$ cat config.mk
export PLATFORM = sky130hd
export DESIGN_NAME = wrap_scheduler_flat
export DESIGN_NICKNAME = d
export VERILOG_FILES = /design/src/rtl/wrap_scheduler_pkg.sv /design/src/rtl/wrap_scheduler_if.sv /design/src/rtl/wrap_rr_picker.sv /design/src/rtl/wrap_scheduler.sv /design/src/flat_wrapper.sv
export SDC_FILE = /design/constraint.sdc
export NUM_CORES = 1
export LEC_CHECK = 0
export CAP_MARGIN = 20
export CORE_MARGIN = 4
export CORE_UTILIZATION = 55
export DETAILED_ROUTE_END_ITERATION = 12
export PLACE_DENSITY = 0.79
export SYNTH_ARGS = -nofsm -noshare
export SYNTH_HDL_FRONTEND = slang
export SYNTH_SLANG_ARGS = --single-unit
export TNS_END_PERCENT = 20
$ cat constraint.sdc
create_clock -name clk -period 2.9 [get_ports clk]
set_input_delay 0.435 -clock clk [delete_from_list [all_inputs] [get_ports clk]]
set_output_delay 0.435 -clock clk [all_outputs]
set_load 0.005 [all_outputs]
$ cat src/rtl/wrap_scheduler_pkg.sv
// -----------------------------------------------------------------------------
// wrap_scheduler_pkg
// Shared types for the per-core wrap scheduler: default wrap count, the wrap
// identifier type and the per-wrap lifecycle state encoding.
// -----------------------------------------------------------------------------
package wrap_scheduler_pkg;

  localparam int NUM_WRAPS_PER_CORE = 4;
  localparam int WRAP_ID_W          = $clog2(NUM_WRAPS_PER_CORE);

  typedef logic [WRAP_ID_W-1:0] wrapId_t;

  // IDLE: not launched; READY: eligible for fetch;
  // STALL_T: timed stall (counter running); STALL_E: waiting for a wake event.
  typedef enum logic [1:0] {
    IDLE    = 2'd0,
    READY   = 2'd1,
    STALL_T = 2'd2,
    STALL_E = 2'd3
  } wrap_state_t;

endpackage

$ cat src/rtl/wrap_scheduler_if.sv
// -----------------------------------------------------------------------------
// wrap_scheduler_if
// Bundles the control (launch/halt), pipeline (stall/wake) and fetch-side
// signals of the wrap scheduler.
//   slave  : scheduler side (control inputs in, select/status out)
//   master : core/fetch side (drives control, observes select/status)
// -----------------------------------------------------------------------------
interface wrap_scheduler_if
  import wrap_scheduler_pkg::*;
#(
  parameter int NUM_WRAPS = NUM_WRAPS_PER_CORE,
  parameter int STALL_W   = 6
);

  localparam int ID_W = $clog2(NUM_WRAPS);

  logic                 launchValid;
  logic [NUM_WRAPS-1:0] launchMask;
  logic                 haltValid;
  logic [ID_W-1:0]      haltWrapId;
  logic                 stallValid;
  logic [ID_W-1:0]      stallWrapId;
  logic [STALL_W-1:0]   stallCycles;
  logic                 wakeValid;
  logic [ID_W-1:0]      wakeWrapId;
  logic                 fetchReady;
  logic                 selectValid;
  logic [NUM_WRAPS-1:0] selectedWrapOH;
  logic [ID_W-1:0]      selectedWrapId;
  logic [NUM_WRAPS-1:0] activeMask;
  logic                 idle;

  modport slave (
    input  launchValid, launchMask, haltValid, haltWrapId,
           stallValid, stallWrapId, stallCycles, wakeValid, wakeWrapId,
           fetchReady,
    output selectValid, selectedWrapOH, selectedWrapId, activeMask, idle
  );

  modport master (
    output launchValid, launchMask, haltValid, haltWrapId,
           stallValid, stallWrapId, stallCycles, wakeValid, wakeWrapId,
           fetchReady,
    input  selectValid, selectedWrapOH, selectedWrapId, activeMask, idle
  );

endinterface

$ cat src/rtl/wrap_rr_picker.sv
// -----------------------------------------------------------------------------
// wrap_rr_picker
// Combinational rotating-priority picker. Searches the eligible mask starting
// at last_grant+1 and wrapping modulo NUM_WRAPS (NUM_WRAPS a power of two).
//   eligible   in  candidate mask
//   last_grant in  most recently accepted pick
//   pick_oh    out one-hot pick, zero when nothing eligible
//   pick_id    out binary pick, zero when nothing eligible
//   pick_valid out some candidate eligible
// -----------------------------------------------------------------------------
module wrap_rr_picker
  import wrap_scheduler_pkg::*;
#(
  parameter int NUM_WRAPS = NUM_WRAPS_PER_CORE,
  localparam int ID_W     = $clog2(NUM_WRAPS)
) (
  input  logic [NUM_WRAPS-1:0] eligible,
  input  logic [ID_W-1:0]      last_grant,
  output logic [NUM_WRAPS-1:0] pick_oh,
  output logic [ID_W-1:0]      pick_id,
  output logic                 pick_valid
);

  logic [ID_W-1:0] cand;

  // NOTE: every output of a combinational block gets a default first so no
  // path leaves it unassigned and no latch is inferred.
  always_comb begin
    pick_oh    = '0;
    pick_id    = '0;
    pick_valid = 1'b0;
    cand       = '0;
    // i == NUM_WRAPS truncates back to last_grant itself, so it is searched last.
    for (int i = 1; i <= NUM_WRAPS; i++) begin
      cand = last_grant + ID_W'(i);
      if (!pick_valid && eligible[cand]) begin
        pick_valid    = 1'b1;
        pick_id       = cand;
        pick_oh[cand] = 1'b1;
      end
    end
  end

endmodule

$ cat src/rtl/wrap_scheduler.sv
// -----------------------------------------------------------------------------
// wrap_scheduler
// Per-core wrap scheduler. Keeps a lifecycle state per wrap, forms the eligible
// (READY) mask and selects one wrap round-robin for fetch each cycle.
//   clk    in  core clock, rising edge
//   reset  in  asynchronous active-low reset
//   bus    slave modport: launch/halt, stall/wake, fetchReady in;
//          selectValid, selectedWrapOH, selectedWrapId, activeMask, idle out
// Select outputs depend on registered state only.
// -----------------------------------------------------------------------------
module wrap_scheduler
  import wrap_scheduler_pkg::*;
#(
  parameter int NUM_WRAPS = NUM_WRAPS_PER_CORE,
  parameter int STALL_W   = 6
) (
  input logic             clk,
  input logic             reset,
  wrap_scheduler_if.slave bus
);

  localparam int ID_W = $clog2(NUM_WRAPS);

  logic [NUM_WRAPS-1:0] eligible;
  logic [NUM_WRAPS-1:0] active;
  logic [ID_W-1:0]      last_grant;
  logic [NUM_WRAPS-1:0] pick_oh;
  logic [ID_W-1:0]      pick_id;
  logic                 pick_valid;

  for (genvar w = 0; w < NUM_WRAPS; w++) begin : g_wrap
    wrap_state_t        state_q, state_d;
    logic [STALL_W-1:0] cnt_q, cnt_d;
    logic               halt_hit, stall_hit, wake_hit, launch_hit;

    assign halt_hit   = bus.haltValid  && (bus.haltWrapId  == ID_W'(w));
    assign stall_hit  = bus.stallValid && (bus.stallWrapId == ID_W'(w));
    assign wake_hit   = bus.wakeValid  && (bus.wakeWrapId  == ID_W'(w));
    assign launch_hit = bus.launchValid && bus.launchMask[w];

    // Priority halt > stall > wake > launch. A stall on an IDLE wrap is
    // dropped, so a same-cycle launch of that wrap still takes effect.
    always_comb begin
      state_d = state_q;
      cnt_d   = cnt_q;
      if (halt_hit) begin
        state_d = IDLE;
        cnt_d   = '0;
      end else if (stall_hit && (state_q != IDLE)) begin
        if (bus.stallCycles != '0) begin
          state_d = STALL_T;
          cnt_d   = bus.stallCycles;
        end else begin
          state_d = STALL_E;
          cnt_d   = '0;
        end
      end else if (wake_hit && (state_q == STALL_E)) begin
        state_d = READY;
      end else if (launch_hit && (state_q == IDLE)) begin
        state_d = READY;
      end else if (state_q == STALL_T) begin
        // Counter value N is held in the first stalled cycle, so the wrap
        // returns to READY exactly N cycles after the stall request.
        if (cnt_q == STALL_W'(1)) begin
          state_d = READY;
          cnt_d   = '0;
        end else begin
          cnt_d = cnt_q - STALL_W'(1);
        end
      end
    end

    // NOTE: sequential state uses non-blocking assignments so every register
    // samples the pre-edge values of its neighbours.
    always_ff @(posedge clk or negedge reset) begin
      if (!reset) begin
        state_q <= IDLE;
        cnt_q   <= '0;
      end else begin
        state_q <= state_d;
        cnt_q   <= cnt_d;
      end
    end

    assign eligible[w] = (state_q == READY);
    assign active[w]   = (state_q != IDLE);
  end

  wrap_rr_picker #(.NUM_WRAPS(NUM_WRAPS)) u_picker (
    .eligible   (eligible),
    .last_grant (last_grant),
    .pick_oh    (pick_oh),
    .pick_id    (pick_id),
    .pick_valid (pick_valid)
  );

  // Pointer only moves when fetch actually takes the pick, so a stalled fetch
  // sees a stable selection.
  always_ff @(posedge clk or negedge reset) begin
    if (!reset) begin
      last_grant <= ID_W'(NUM_WRAPS - 1);
    end else if (pick_valid && bus.fetchReady) begin
      last_grant <= pick_id;
    end
  end

  assign bus.selectValid    = pick_valid;
  assign bus.selectedWrapOH = pick_oh;
  assign bus.selectedWrapId = pick_id;
  assign bus.activeMask     = active;
  assign bus.idle           = ~|active;

endmodule

$ cat src/flat_wrapper.sv
// flat-port wrapper written by rule: the top's interface ports become plain ports
module wrap_scheduler_flat import wrap_scheduler_pkg::*;
#(
  parameter int NUM_WRAPS = NUM_WRAPS_PER_CORE,
  parameter int STALL_W   = 6
)
  (clk, reset, bus_launchValid, bus_launchMask, bus_haltValid, bus_haltWrapId, bus_stallValid, bus_stallWrapId, bus_stallCycles, bus_wakeValid, bus_wakeWrapId, bus_fetchReady, bus_selectValid, bus_selectedWrapOH, bus_selectedWrapId, bus_activeMask, bus_idle);
  wrap_scheduler_if #(.NUM_WRAPS(NUM_WRAPS), .STALL_W(STALL_W)) bus_i ();
  input logic clk;
  input logic reset;
  input wire logic [$bits(bus_i.launchValid)-1:0] bus_launchValid;
  input wire logic [$bits(bus_i.launchMask)-1:0] bus_launchMask;
  input wire logic [$bits(bus_i.haltValid)-1:0] bus_haltValid;
  input wire logic [$bits(bus_i.haltWrapId)-1:0] bus_haltWrapId;
  input wire logic [$bits(bus_i.stallValid)-1:0] bus_stallValid;
  input wire logic [$bits(bus_i.stallWrapId)-1:0] bus_stallWrapId;
  input wire logic [$bits(bus_i.stallCycles)-1:0] bus_stallCycles;
  input wire logic [$bits(bus_i.wakeValid)-1:0] bus_wakeValid;
  input wire logic [$bits(bus_i.wakeWrapId)-1:0] bus_wakeWrapId;
  input wire logic [$bits(bus_i.fetchReady)-1:0] bus_fetchReady;
  output wire logic [$bits(bus_i.selectValid)-1:0] bus_selectValid;
  output wire logic [$bits(bus_i.selectedWrapOH)-1:0] bus_selectedWrapOH;
  output wire logic [$bits(bus_i.selectedWrapId)-1:0] bus_selectedWrapId;
  output wire logic [$bits(bus_i.activeMask)-1:0] bus_activeMask;
  output wire logic [$bits(bus_i.idle)-1:0] bus_idle;
  assign bus_i.launchValid = bus_launchValid;
  assign bus_i.launchMask = bus_launchMask;
  assign bus_i.haltValid = bus_haltValid;
  assign bus_i.haltWrapId = bus_haltWrapId;
  assign bus_i.stallValid = bus_stallValid;
  assign bus_i.stallWrapId = bus_stallWrapId;
  assign bus_i.stallCycles = bus_stallCycles;
  assign bus_i.wakeValid = bus_wakeValid;
  assign bus_i.wakeWrapId = bus_wakeWrapId;
  assign bus_i.fetchReady = bus_fetchReady;
  assign bus_selectValid = bus_i.selectValid;
  assign bus_selectedWrapOH = bus_i.selectedWrapOH;
  assign bus_selectedWrapId = bus_i.selectedWrapId;
  assign bus_activeMask = bus_i.activeMask;
  assign bus_idle = bus_i.idle;
  wrap_scheduler #(.NUM_WRAPS(NUM_WRAPS), .STALL_W(STALL_W)) u_core (.clk(clk), .reset(reset), .bus(bus_i));
endmodule
==> flow_summary.json <==
{
  "critPathKind": "register to primary output",
  "synth_cell_types": 58,
  "num-nets-final": 437,
  "grt_use_total": 0.2509,
  "synth_nets": 398,
  "arrival_ns": 2.49,
  "post-synth-top-area-cell": "dfrtp_1",
  "yosysTopAreaCellShare": 0.2807,
  "synth_area_sq_mm": 0.002853,
  "cts_sinks": 34,
  "vias": 2944,
  "die_y_um": 80.02,
  "relSlewSlack": 0.5774,
  "status": "finished with violations",
  "drv_slew": 0,
  "avgViaCountPerCell": 6.304,
  "hold_viol": 0,
  "die_area_sq_mm": 0.006403,
  "core.rowCount": 25,
  "min_period_ns": 2.928,
  "grt_antenna_before_repair": 0,
  "grt_pass1_wl_um": 12700,
  "worst_r2r_path_depth": 6,
  "hp-class": "register to register",
  "postSynthAreaPerCell_sq_um": 7.924,
  "drv_cap": 0,
  "dr.pass1.iters": 5,
  "cts-root-buf": "clkbuf_8",
  "routed_wl_um": 7649,
  "die_w_um": 80.02,
  "p_leak_nw": 1.451,
  "cts_buffers": 5,
  "cts_tree": "built",
  "route.detailed.wl_per_inst_um": 16.38,
  "powerDensity_mw_per_mm2": 1032,
  "clockBufferDepth": 2,
  "rsz0062_at_grt": "true",
  "critPathLaunchType": "register",
  "path_max_fanout": 10,
  "final.setup.worst_slack_ns": -0.02819,
  "dr.first_iter.drc_count": 329,
  "synth_edf_count": 0,
  "ant_nets": 0,
  "dp_hpwl_um": 5502,
  "syn_inst": 360,
  "synth-main-ff-cell": "dfrtp_1",
  "floorplan.initialDensity": 0.5846,
  "reg2reg_to": "u_core.last_grant[1]",
  "htree_levels": 2,
  "globalRouteOverflowTotal": 0,
  "drc": 0,
  "core_area_sq_mm": 0.004880,
  "io_pins": 35,
  "drive_above_1_share": 0.09500,
  "fmax_mhz": 341.5,
  "gp_congestion": 0.9393,
  "ys_ff_latch": 34,
  "yosys-top-cells-area": "dfrtp_1, ha_1, nor2_1, nor3_1, a21oi_1",
  "failed_checks": "negative setup slack",
  "worstHoldStart": "u_core.g_wrap[3].cnt_q[4]",
  "setup_viol": 2,
  "grt_pass1_vias": 2766,
  "hold_depth": 2,
  "fillCellCount": 410,
  "worstHoldEndpoint": "u_core.g_wrap[3].cnt_q[4]",
  "netlist_top_cells_count": "nor2_1, nand2_1, dfrtp_1",
  "power_mw": 3.522,
  "area_growth_pct": 19.69,
  "clock_skew_ns": 0.01143,
  "worstSkewPairLatency_ns": 0.29,
  "grt_max_degree": 35,
  "synthMostInstantiatedCell": "nor2_1",
  "ir_worst_vdd_mv": 0.6248,
  "required_ns": 2.47,
  "yosysWarningCount": 0,
  "async_flop_share": 1.000,
  "io_buffer_count": 34,
  "place_ws_ns": 0.1030,
  "final.period_utilization": 1.010,
  "cts.clk_slew.worst_paths_ns": 0.07,
  "reg2reg_from": "u_core.g_wrap[0].state_q[0]",
  "yosysSeqAreaShare": 0.2991,
  "worst_pin_slew_ns": 0.6306,
  "hold_buffers": 0,
  "r2r_slack_ns": 1.02,
  "antenna_cells": 0,
  "critPathCaptureType": "primary output"
}
-- cell usage in the layout, fill, tap and decap left out, types with 6 or more instances in the layout --
cell,instances
nor3_1,30
a211o_1,6
inv_1,17
a211oi_1,18
dfrtp_1,32
ha_1,14
nand2b_1,8
nor2b_1,6
nor2_1,44
o21ai_0,8
clkbuf_8,6
nand2_1,40
nand3_1,13
a21oi_1,30
buf_4,8
clkdlybuf4s50_1,31
-- metrics by stage --
step           TNS (ns)  area, sq um  instances  hold WS, ns  utilization
2_1_floorplan         0         2853        360       0.1394            -
3_3_place_gp          0         3282        458       0.4885       0.6726
3_5_place_dp          0         3282        458       0.5053       0.6726
4_1_cts         -0.1142         3407        467       0.5219       0.6982
5_1_grt         -0.2512         3415        467       0.5608       0.6997
6_report       -0.04001         3415        467       0.5171       0.6997
-- what timing repair did --
item	in CTS	in global routing
pin swaps	1	2
resized for setup	5	3
endpoints found under the setup margin	5	5
setup buffers	1	0
-- worst max-delay path, stage by stage (launching register included) --
cell and delay [ns]:
dfstp_2 0.54, inv_1 0.07, ha_4 0.32, mux4_2 0.36, nand2_1 0.10, o221ai_1 0.12, a211o_1 0.25, clkdlybuf4s50_1 0.44
-- metal layers --
layer | vias to the layer above | track usage | part of all wire | routed length, um
li1 | 1410 | - | - | -
met1 | 1381 | 0.3300 | 0.45 | 3408
met2 | 137 | 0.4114 | 0.47 | 3557
met3 | 16 | 0.05192 | 0.072 | 552
met4 | 0 | 0.07770 | 0.017 | 129
met5 | - | 0 | 0 | 0
-- cell type report --
class	count	area, sq um	area share
timing repair buffer	43	419.2	0.1228
tap	67	83.83	0.02455
clock buffer	7	86.33	0.02528
clock inverter	1	5.005	0.001466
multi-input combinational	298	1903	0.5573
sequential	34	853.3	0.2499
inverter	17	63.81	0.01869
-- where the power goes --
part | total (mW) | internal [mW] | switching (mW)
sequential | 0.945 | 0.695 | 0.250
combinational | 2.21 | 1.05 | 1.16
clock | 0.368 | 0.192 | 0.177
total | 3.52 | 1.93 | 1.59
-- worst max path at each step --
| stage | startpoint | endpoint | slack (ns) | depth (start not counted) |
|---|---|---|---|---|
| final | u_core.last_grant[0] | bus_selectedWrapOH[2] | -0.03 | 7 |
| after global routing | u_core.last_grant[0] | bus_selectedWrapOH[2] | -0.13 | 7 |
| after global placement | u_core.last_grant[0] | bus_selectedWrapOH[0] | 0.14 | 7 |
| after CTS | u_core.last_grant[0] | bus_selectedWrapOH[0] | -0.03 | 6 |
| after floorplan | u_core.last_grant[0] | bus_selectedWrapOH[0] | 0.18 | 8 |
| after detailed placement | u_core.last_grant[1] | bus_selectedWrapOH[0] | 0.10 | 7 |
-- cell families after synthesis --
family                   Yosys count  synth area share
AO/OA/AOI/OAI                     92            0.2215
AND/OR/NAND/NOR                  182            0.3268
flip-flops                        34            0.2991
adder cells (fa/ha/maj)           15           0.06579
multiplexers                       9           0.04517
buffers and inverters             28           0.04167
-- flip-flops by register name, summed over array words and instances (netlist names) --
signal / flops
u_core.last_grant: 2
u_core.g_wrap.cnt_q: 24
u_core.g_wrap.state_q: 8
No activity file was read; power rests on OpenSTA's default activity.
